File: config.mk
export PLATFORM = sky130hd
export DESIGN_NAME = pipelined_alu_flat
export DESIGN_NICKNAME = d
export VERILOG_FILES = /design/src/rtl/pipelined_alu_if.sv /design/src/rtl/pipelined_alu.sv /design/src/flat_wrapper.sv
export SDC_FILE = /design/constraint.sdc
export NUM_CORES = 1
export LEC_CHECK = 0
export ABC_AREA = 1
export CAP_MARGIN = 10
export CORE_MARGIN = 2
export CORE_UTILIZATION = 50
export CTS_BUF_LIST = sky130_fd_sc_hd__clkbuf_16
export DETAILED_ROUTE_END_ITERATION = 6
export PLACE_DENSITY_LB_ADDON = 0.15
export SYNTH_ARGS = -nofsm -noshare
export SYNTH_HDL_FRONTEND = slang
export SYNTH_SLANG_ARGS = --single-unit
File: constraint.sdc
create_clock -name clk -period 7.7 [get_ports clk]
set_input_delay 1.54 -clock clk [delete_from_list [all_inputs] [get_ports clk]]
set_output_delay 1.54 -clock clk [all_outputs]
set_load 0.01 [all_outputs]
File: src/rtl/pipelined_alu_if.sv
// pipelined_alu_if: operand/command request and result/flag response, each with valid/ready.
interface pipelined_alu_if #(parameter int WIDTH = 32);
  logic in_valid, in_ready, out_valid, out_ready;
  logic [WIDTH-1:0] operandA, operandB, result;
  logic [2:0] command;
  logic carryout, zero, overflow;
  modport master (
    output in_valid, operandA, operandB, command, out_ready,
    input  in_ready, out_valid, result, carryout, zero, overflow
  );
  modport slave (
    input  in_valid, operandA, operandB, command, out_ready,
    output in_ready, out_valid, result, carryout, zero, overflow
  );
endinterface

File: src/rtl/pipelined_alu.sv
// pipelined_alu: two-stage valid/ready ALU (operand register, then compute+result register).
// Define ALU_STICKY_OVF_EN to add the ovf_clear/sticky_ovf sticky overflow flag.
module pipelined_alu #(parameter int WIDTH = 32) (
  input  logic clk,
  input  logic reset,
`ifdef ALU_STICKY_OVF_EN
  input  logic ovf_clear,
  output logic sticky_ovf,
`endif
  pipelined_alu_if.slave bus
);
  typedef enum logic [2:0] {
    C_ADD, C_SUB, C_XOR, C_SLT, C_AND, C_NAND, C_NOR, C_OR
  } cmd_t;
  logic s1_valid, s2_valid, s1_load, s2_load;
  logic is_sub, is_arith, ovf, lt;
  logic [WIDTH-1:0] a, b, bx, res;
  logic [WIDTH:0] sum;
  cmd_t cmd;
  assign s2_load = !s2_valid || bus.out_ready;
  assign s1_load = !s1_valid || s2_load;
  assign bus.in_ready = !s1_valid || !s2_valid || bus.out_ready;
  assign bus.out_valid = s2_valid;
  always_ff @(posedge clk) begin
    if (reset) begin
      s1_valid <= 1'b0;
    end else if (s1_load) begin
      s1_valid <= bus.in_valid;
      if (bus.in_valid) begin
        a <= bus.operandA;
        b <= bus.operandB;
        cmd <= cmd_t'(bus.command);
      end
    end
  end
  // SLT reuses the subtractor: signed less-than is sign XOR overflow of A-B
  always_comb begin
    is_sub = cmd == C_SUB || cmd == C_SLT;
    is_arith = cmd == C_ADD || cmd == C_SUB;
    bx = is_sub ? ~b : b;
    sum = {1'b0, a} + {1'b0, bx} + {{WIDTH{1'b0}}, is_sub};
    ovf = (a[WIDTH-1] == bx[WIDTH-1]) && (sum[WIDTH-1] != a[WIDTH-1]);
    lt = sum[WIDTH-1] ^ ovf;
  end
  always_comb begin
    res = sum[WIDTH-1:0];
    case (cmd)
      C_XOR:  res = a ^ b;
      C_SLT:  res = {{(WIDTH-1){1'b0}}, lt};
      C_AND:  res = a & b;
      C_NAND: res = ~(a & b);
      C_NOR:  res = ~(a | b);
      C_OR:   res = a | b;
      default: res = sum[WIDTH-1:0];
    endcase
  end
  always_ff @(posedge clk) begin
    if (reset) begin
      s2_valid <= 1'b0;
      bus.result <= '0;
      bus.carryout <= 1'b0;
      bus.zero <= 1'b0;
      bus.overflow <= 1'b0;
    end else if (s2_load) begin
      s2_valid <= s1_valid;
      if (s1_valid) begin
        bus.result <= res;
        bus.carryout <= is_arith && sum[WIDTH];
        bus.zero <= res == '0;
        bus.overflow <= is_arith && ovf;
      end
    end
  end
`ifdef ALU_STICKY_OVF_EN
  always_ff @(posedge clk) begin
    if (reset)
      sticky_ovf <= 1'b0;
    else if (bus.out_valid && bus.out_ready && bus.overflow)
      sticky_ovf <= 1'b1;
    else if (ovf_clear)
      sticky_ovf <= 1'b0;
  end
`endif
endmodule

File: src/flat_wrapper.sv
// flat-port wrapper written by rule: the top's interface ports become plain ports
module pipelined_alu_flat 
#(parameter int WIDTH = 32)
  (clk, reset, bus_in_valid, bus_operandA, bus_operandB, bus_command, bus_out_ready, bus_in_ready, bus_out_valid, bus_result, bus_carryout, bus_zero, bus_overflow);
  pipelined_alu_if #(.WIDTH(WIDTH)) bus_i ();
  input  logic clk;
  input  logic reset;
  input wire logic [$bits(bus_i.in_valid)-1:0] bus_in_valid;
  input wire logic [$bits(bus_i.operandA)-1:0] bus_operandA;
  input wire logic [$bits(bus_i.operandB)-1:0] bus_operandB;
  input wire logic [$bits(bus_i.command)-1:0] bus_command;
  input wire logic [$bits(bus_i.out_ready)-1:0] bus_out_ready;
  output wire logic [$bits(bus_i.in_ready)-1:0] bus_in_ready;
  output wire logic [$bits(bus_i.out_valid)-1:0] bus_out_valid;
  output wire logic [$bits(bus_i.result)-1:0] bus_result;
  output wire logic [$bits(bus_i.carryout)-1:0] bus_carryout;
  output wire logic [$bits(bus_i.zero)-1:0] bus_zero;
  output wire logic [$bits(bus_i.overflow)-1:0] bus_overflow;
  assign bus_i.in_valid = bus_in_valid;
  assign bus_i.operandA = bus_operandA;
  assign bus_i.operandB = bus_operandB;
  assign bus_i.command = bus_command;
  assign bus_i.out_ready = bus_out_ready;
  assign bus_in_ready = bus_i.in_ready;
  assign bus_out_valid = bus_i.out_valid;
  assign bus_result = bus_i.result;
  assign bus_carryout = bus_i.carryout;
  assign bus_zero = bus_i.zero;
  assign bus_overflow = bus_i.overflow;
  pipelined_alu #(.WIDTH(WIDTH)) u_core (.clk(clk), .reset(reset), .bus(bus_i));
endmodule
==> results of run 1 <==
-- layout make-up --
type / count / area (µm²) / share of cell area
clock buffers: 9 / 225 / 0.0230
multi-input cells: 818 / 4700 / 0.480
well taps: 220 / 275 / 0.0281
clock inverters: 7 / 40.0 / 0.00409
inverters: 185 / 696 / 0.0711
flip-flops and latches: 104 / 2750 / 0.281
repair buffers: 111 / 1100 / 0.112
-- state kept, by name, summed over array words and instances (netlist names) --
register,count
u_core.bus.overflow,1
u_core.bus.result,32
u_core.bus.carryout,1
u_core.bus.zero,1
u_core.b,32
u_core.s1_valid,1
u_core.a,32
u_core.cmd,3
u_core.bus.out_valid,1
-- synthesized netlist by cell type, drive strengths merged --
cell type	count	area, µm²
a2111oi	1	8.76
a211oi	16	125
a21boi	1	7.51
a21o	3	22.5
a21oi	65	329
a221oi	2	30.0
a22oi	1	7.51
a31oi	1	6.26
buf	11	70.1
clkbuf	15	57.6
clkinv	1	5.00
dfxtp	37	741
edfxtp	67	2010
fa	1	20.0
ha	95	1190
inv	184	691
nand2	271	1030
nand3	67	355
nand3b	5	37.5
nand4	23	144
nor2	118	455
nor3	12	60.1
o2111ai	2	17.5
o211a	1	10.0
o211ai	7	52.6
o21a	2	15.0
o21ai	84	428
o21bai	4	30.0
or2	1	6.26
xnor2	1	8.76
xor2	34	298
-- worst paths after layout --
path / slack [ns] / endpoint / start / cells after the start
min: 0.47 / u_core.bus.overflow / u_core.bus.overflow / 2
max reg2reg: 3.95 / u_core.bus.zero / u_core.cmd[2] / 20
min reg2reg: 0.47 / u_core.bus.overflow / u_core.bus.overflow / 2
max: 3.36 / bus_in_ready / bus_out_ready / 6
-- worst register-to-register path, stage by stage, from the launching register on --
cell,delay (ns)
edfxtp_1,0.55
inv_2,0.10
nand2_4,0.46
xor2_1,0.29
inv_1,0.09
fa_1,0.43
inv_1,0.15
nand3_1,0.12
nand2_1,0.15
nand4_1,0.14
nand2_1,0.16
nand2_1,0.07
nand3_1,0.06
nand2_1,0.16
nor2_1,0.15
nand3_1,0.10
nor2_1,0.10
nand3_1,0.11
nor2_1,0.11
nand3_1,0.07
a21oi_1,0.11
-- logic make-up (layout without fill, tap and decap cells) --
family | after synthesis | after routing
simple gates | 497 | 497
xor+xnor | 35 | 35
flops | 104 | 104
fa+ha+maj | 96 | 96
compound gates | 190 | 190
buf+inv | 211 | 312
-- power breakdown --
group          switching [mW]  internal [mW]  leakage [nW]  total, mW
Combinational           0.250          0.164          3.58      0.414
Clock                   0.208          0.217         0.142      0.425
Sequential             0.0189          0.626         0.933      0.645
-- stage by stage --
step           utilization  std cells  setup slack [ns]  instance area, µm²  power (mW)
3_5_place_dp         0.583       1438              3.36                9520        1.07
2_1_floorplan            -       1133             0.763                8270       0.921
3_3_place_gp         0.583       1438              3.39                9520        1.06
6_report             0.599       1454              3.36                9790        1.48
5_1_grt              0.599       1454              3.29                9790        1.57
4_1_cts              0.599       1454              3.36                9790        1.49
-- metal layers --
layer | up-vias | global-route usage
li1 | 3900 | -
met1 | 3386 | 0.351
met2 | 235 | 0.397
met3 | 27 | 0.0322
met4 | 0 | 0.0842
met5 | - | 0
==> flow_summary.ini, run 1 <==
[cts]
numCtsBuffers = 9
clkTransAtPathRegs_ns = 0.07
holdBufCountCts = 0
clock_path_buffers = 2
cts_resized = 0
clkLatencyLatePin_ns = 0.36
cts_setup_buffers = 0
cts_root_buffer = clkbuf_16
htreeDepth = 3
cts_tree = yes
cts_sinks = 104

[global_route]
grt.total_usage = 0.250
grt-ovfl-total = 0
grt_pass1_vias = 7098
grt_max_degree = 68
grt_pass1_wl_mm = 35.0
antenna_found_initial = 0

[timing]
holdWs_ns = 0.471
fmax_ghz = 0.230
setup_tns_ns = 0
slew_headroom = 0.434
clock_skew_ns = 0.0145
fin_crit_sh = 0.564
slew_viol_final = 0
rsz0062_at_grt = false
period_needed_ns = 4.34
finalSetupViolCount = 0
hold_viol = 0
worst_pin_slew_ns = 0.849

[logic_synthesis]
synth_mux_area_frac = 0
ys_warn_count = 0
post_synth.cell_area_avg_um2 = 7.30
yosysUniqueCellTypes = 45
synth_top_family_by_area = simple AND/OR/NAND/NOR gates
yosys.area_share.simple = 0.253
synthAdderAreaFrac = 0.146
synth_compound_area_frac = 0.132
seq_area_frac_synth = 0.333
syn-num-nets = 1300
synthXorXnorAreaFrac = 0.0371
postSynthCellCount = 1133
syn_area_um2 = 8270
synth_seq_cells = 104

[floorplanning]
ios = 108
placementRows = 47
die_area_um2 = 17600
die_w_um = 133
core_um2 = 16300
die_h_um = 133
start_util = 0.506

[routing]
drtAntennaViolNets = 0
dr.pass1.iters = 5
drt_iter0_markers = 488
routed.top_layer = met4
wl_mm = 21.1
drc = 0
vias = 7548
routedWlPerCell_um = 14.5
vias_per_cell = 5.19
wl_met3_mm = 1.25
wl_met2_mm = 9.27
drt-met1-wl_mm = 10.2

[pwr]
max-vdd-ir-drop_mv = 0.107
leakagePower_nw = 4.66
power_density_nw_per_um2 = 152

[setup_path]
critical_path_class = in2out
end_kind = output pin
cp_slowest_cell = clkdlybuf4s50_1
crit_arrival_ns = 2.80
crit_chain = clkdlybuf4s50_1 -> inv_1 -> nand2_1 -> nor2_1 -> inv_1 -> clkdlybuf4s50_1
crit_path_max_incr_delay_ns = 0.53
crit_buf_inv = 4
path_delay_family = buffers and inverters
cp_data_required_time_ns = 6.16
crit_fanout = 3
worstSetupStartpointType = primary input

[outcome]
status = finished clean

[hold_path]
hp-class = reg2reg

[finish]
synthToLayoutAreaGrowth_pct = 18.4
finalNetCount = 1396
final_common_cell = nand2_1
num_antenna_cells = 0
drive_gt1_frac = 0.0357
final_cell_mix = nand2_1, inv_1, nor2_1
nFillCells = 1563

[run]
cap_violations = 0

[placement]
dp_hpwl_mm = 16.3
portBuffers = 107
gp_congestion = 0.984
Note: power is estimated with default switching activity, not from simulation.
==> run 2, diff against run 1 <==
==> constraint.sdc (replaced) <==
create_clock -name clk -period 4.06 [get_ports clk]
set_input_delay 0.812 -clock clk [delete_from_list [all_inputs] [get_ports clk]]
set_output_delay 0.812 -clock clk [all_outputs]
set_load 0.01 [all_outputs]
==> run 2 against run 1 <==
Wire length increased by 8.0%. Critical path type is now reg2reg. Highest routed layer unchanged. Clock skew decreased by 0.0085 ns. Final cell count increased by 0.34%. Via count increased by 2.8%.
==> flow_summary.ini, run 2 (synthesized netlist as in run 1, its figures left out) <==
[placement]
portBuffers = 107
gp_congestion = 0.950
dp_hpwl_mm = 17.8
place_inst = 1443

[timing]
clock_skew_ns = 0.00598
finalSetupViolCount = 0
setup_tns_ns = 0
holdWs_ns = 0.475
hold_viol = 0
rsz0062_at_grt = false
period_needed_ns = 3.61
worst_pin_slew_ns = 0.635
fin_crit_sh = 0.889
slew_viol_final = 0
slew_headroom = 0.566
fmax_ghz = 0.277

[cts]
holdBufCountCts = 0
cts_tree = yes
cts_sinks = 104
cts_setup_buffers = 0
cts_resized = 0
numCtsBuffers = 9
cts_root_buffer = clkbuf_16
clkTransAtPathRegs_ns = 0.07
htreeDepth = 3
clock_path_buffers = 2
clkLatencyLatePin_ns = 0.36

[floorplanning]
die_h_um = 133
placementRows = 47
ios = 108
die_area_um2 = 17600
core_um2 = 16300
die_w_um = 133
start_util = 0.506

[finish]
drive_gt1_frac = 0.0404
reg.largest.list = u_core.a (32), u_core.b (32), u_core.bus.result (32)
synthToLayoutAreaGrowth_pct = 19.4
nFillCells = 1577
final-instance-count-excl-fill = 1459
final_common_cell = nand2_1
final_cell_mix = nand2_1, inv_1, nor2_1
final_util = 0.604
finalNetCount = 1401
num_antenna_cells = 0

[setup_path]
critical_path_class = reg2reg
end_kind = flip-flop
crit_arrival_ns = 3.86
cp_data_required_time_ns = 4.31
crit_fanout = 18
worstSetupStartpointType = flip-flop

[run]
cap_violations = 0

[routing]
routedWlPerCell_um = 15.6
dr.pass1.iters = 7
wl_mm = 22.8
vias_per_cell = 5.32
drt_iter0_markers = 622
vias = 7759
drc = 0
drtAntennaViolNets = 0

[outcome]
status = finished clean

[global_route]
grt_pass1_wl_mm = 37.0
grt.total_usage = 0.267
grt-ovfl-total = 0
grt_pass1_vias = 7127
antenna_found_initial = 0
grt_max_degree = 68

[pwr]
power_mw = 2.90
power_density_nw_per_um2 = 294
max-vdd-ir-drop_mv = 0.279
leakagePower_nw = 4.69

[hold_path]
hp-class = reg2reg
-- run 2: cell types whose count changed in the layout (fill, tap and decap cells not counted), sizes merged --
cell | previous run | this run
clkbuf | 9 | 10
clkinv | 5 | 2
inv | 187 | 189
buf | 4 | 9
-- run 2: layout make-up --
class | count | area (µm²) | area share
Timing Repair Buffer | 116 | 1150 | 0.117
Inverter | 185 | 696 | 0.0705
Multi-Input combinational cell | 818 | 4700 | 0.476
Tap cell | 220 | 275 | 0.0279
Sequential cell | 104 | 2750 | 0.279
Clock inverter | 6 | 45.0 | 0.00456
Clock buffer | 10 | 250 | 0.0253
-- run 2: final timing paths --
path / startpoint / endpoint / slack [ns] / cells past startpoint
setup / recovery: u_core.cmd[2] / u_core.bus.zero / 0.45 / 21
hold / removal: u_core.s1_valid / u_core.bus.out_valid / 0.48 / 2
setup reg to reg: u_core.cmd[2] / u_core.bus.zero / 0.45 / 21
hold reg to reg: u_core.s1_valid / u_core.bus.out_valid / 0.48 / 2
-- run 2: layer usage --
metal | up-vias | routed length [µm] | GRT usage
met5 | - | 0 | 0
met4 | 0 | 225 | 0.0609
met3 | 20 | 1470 | 0.0402
met2 | 256 | 10500 | 0.443
met1 | 3558 | 10700 | 0.368
li1 | 3925 | - | -
-- run 2: critical path: stages (launching register included) --
cell      delay, ns
edfxtp_1       0.54
inv_2          0.10
nand2_4        0.28
buf_4          0.24
xor2_1         0.23
inv_1          0.09
fa_1           0.44
inv_1          0.15
nand3_1        0.11
nand2_1        0.14
nand3_1        0.11
nand2_1        0.12
nand3_1        0.11
nand3_1        0.14
nand2_1        0.07
nand2_1        0.08
xor2_1         0.19
nand2_1        0.08
nand2_1        0.11
nor2_1         0.05
nand3_1        0.06
a21oi_1        0.06
-- run 2: power by group --
part | total [mW] | switching, mW | internal, mW
Combinational | 0.797 | 0.483 | 0.315
Sequential | 1.22 | 0.0376 | 1.19
Clock | 0.878 | 0.417 | 0.461
Total | 2.90 | 0.937 | 1.96
-- run 2: through the flow --
step / worst slack (ns) / cell area [µm²]
6_report: 0.451 / 9870
5_1_grt: 0.134 / 9870
4_1_cts: 0.477 / 9870
3_3_place_gp: 0.524 / 9580
2_1_floorplan: 0.952 / 8280
3_5_place_dp: 0.491 / 9580
==> run 3, diff against run 2 <==
--- a/config.mk
+++ b/config.mk
@@ -12,6 +12,7 @@
 export CTS_BUF_LIST = sky130_fd_sc_hd__clkbuf_16
 export DETAILED_ROUTE_END_ITERATION = 6
 export PLACE_DENSITY_LB_ADDON = 0.15
+export SLEW_MARGIN = 10
 export SYNTH_ARGS = -nofsm -noshare
 export SYNTH_HDL_FRONTEND = slang
 export SYNTH_SLANG_ARGS = --single-unit
==> results of run 3 <==
Same layout as run 2: the final DEF is identical, and so are final timing and power.
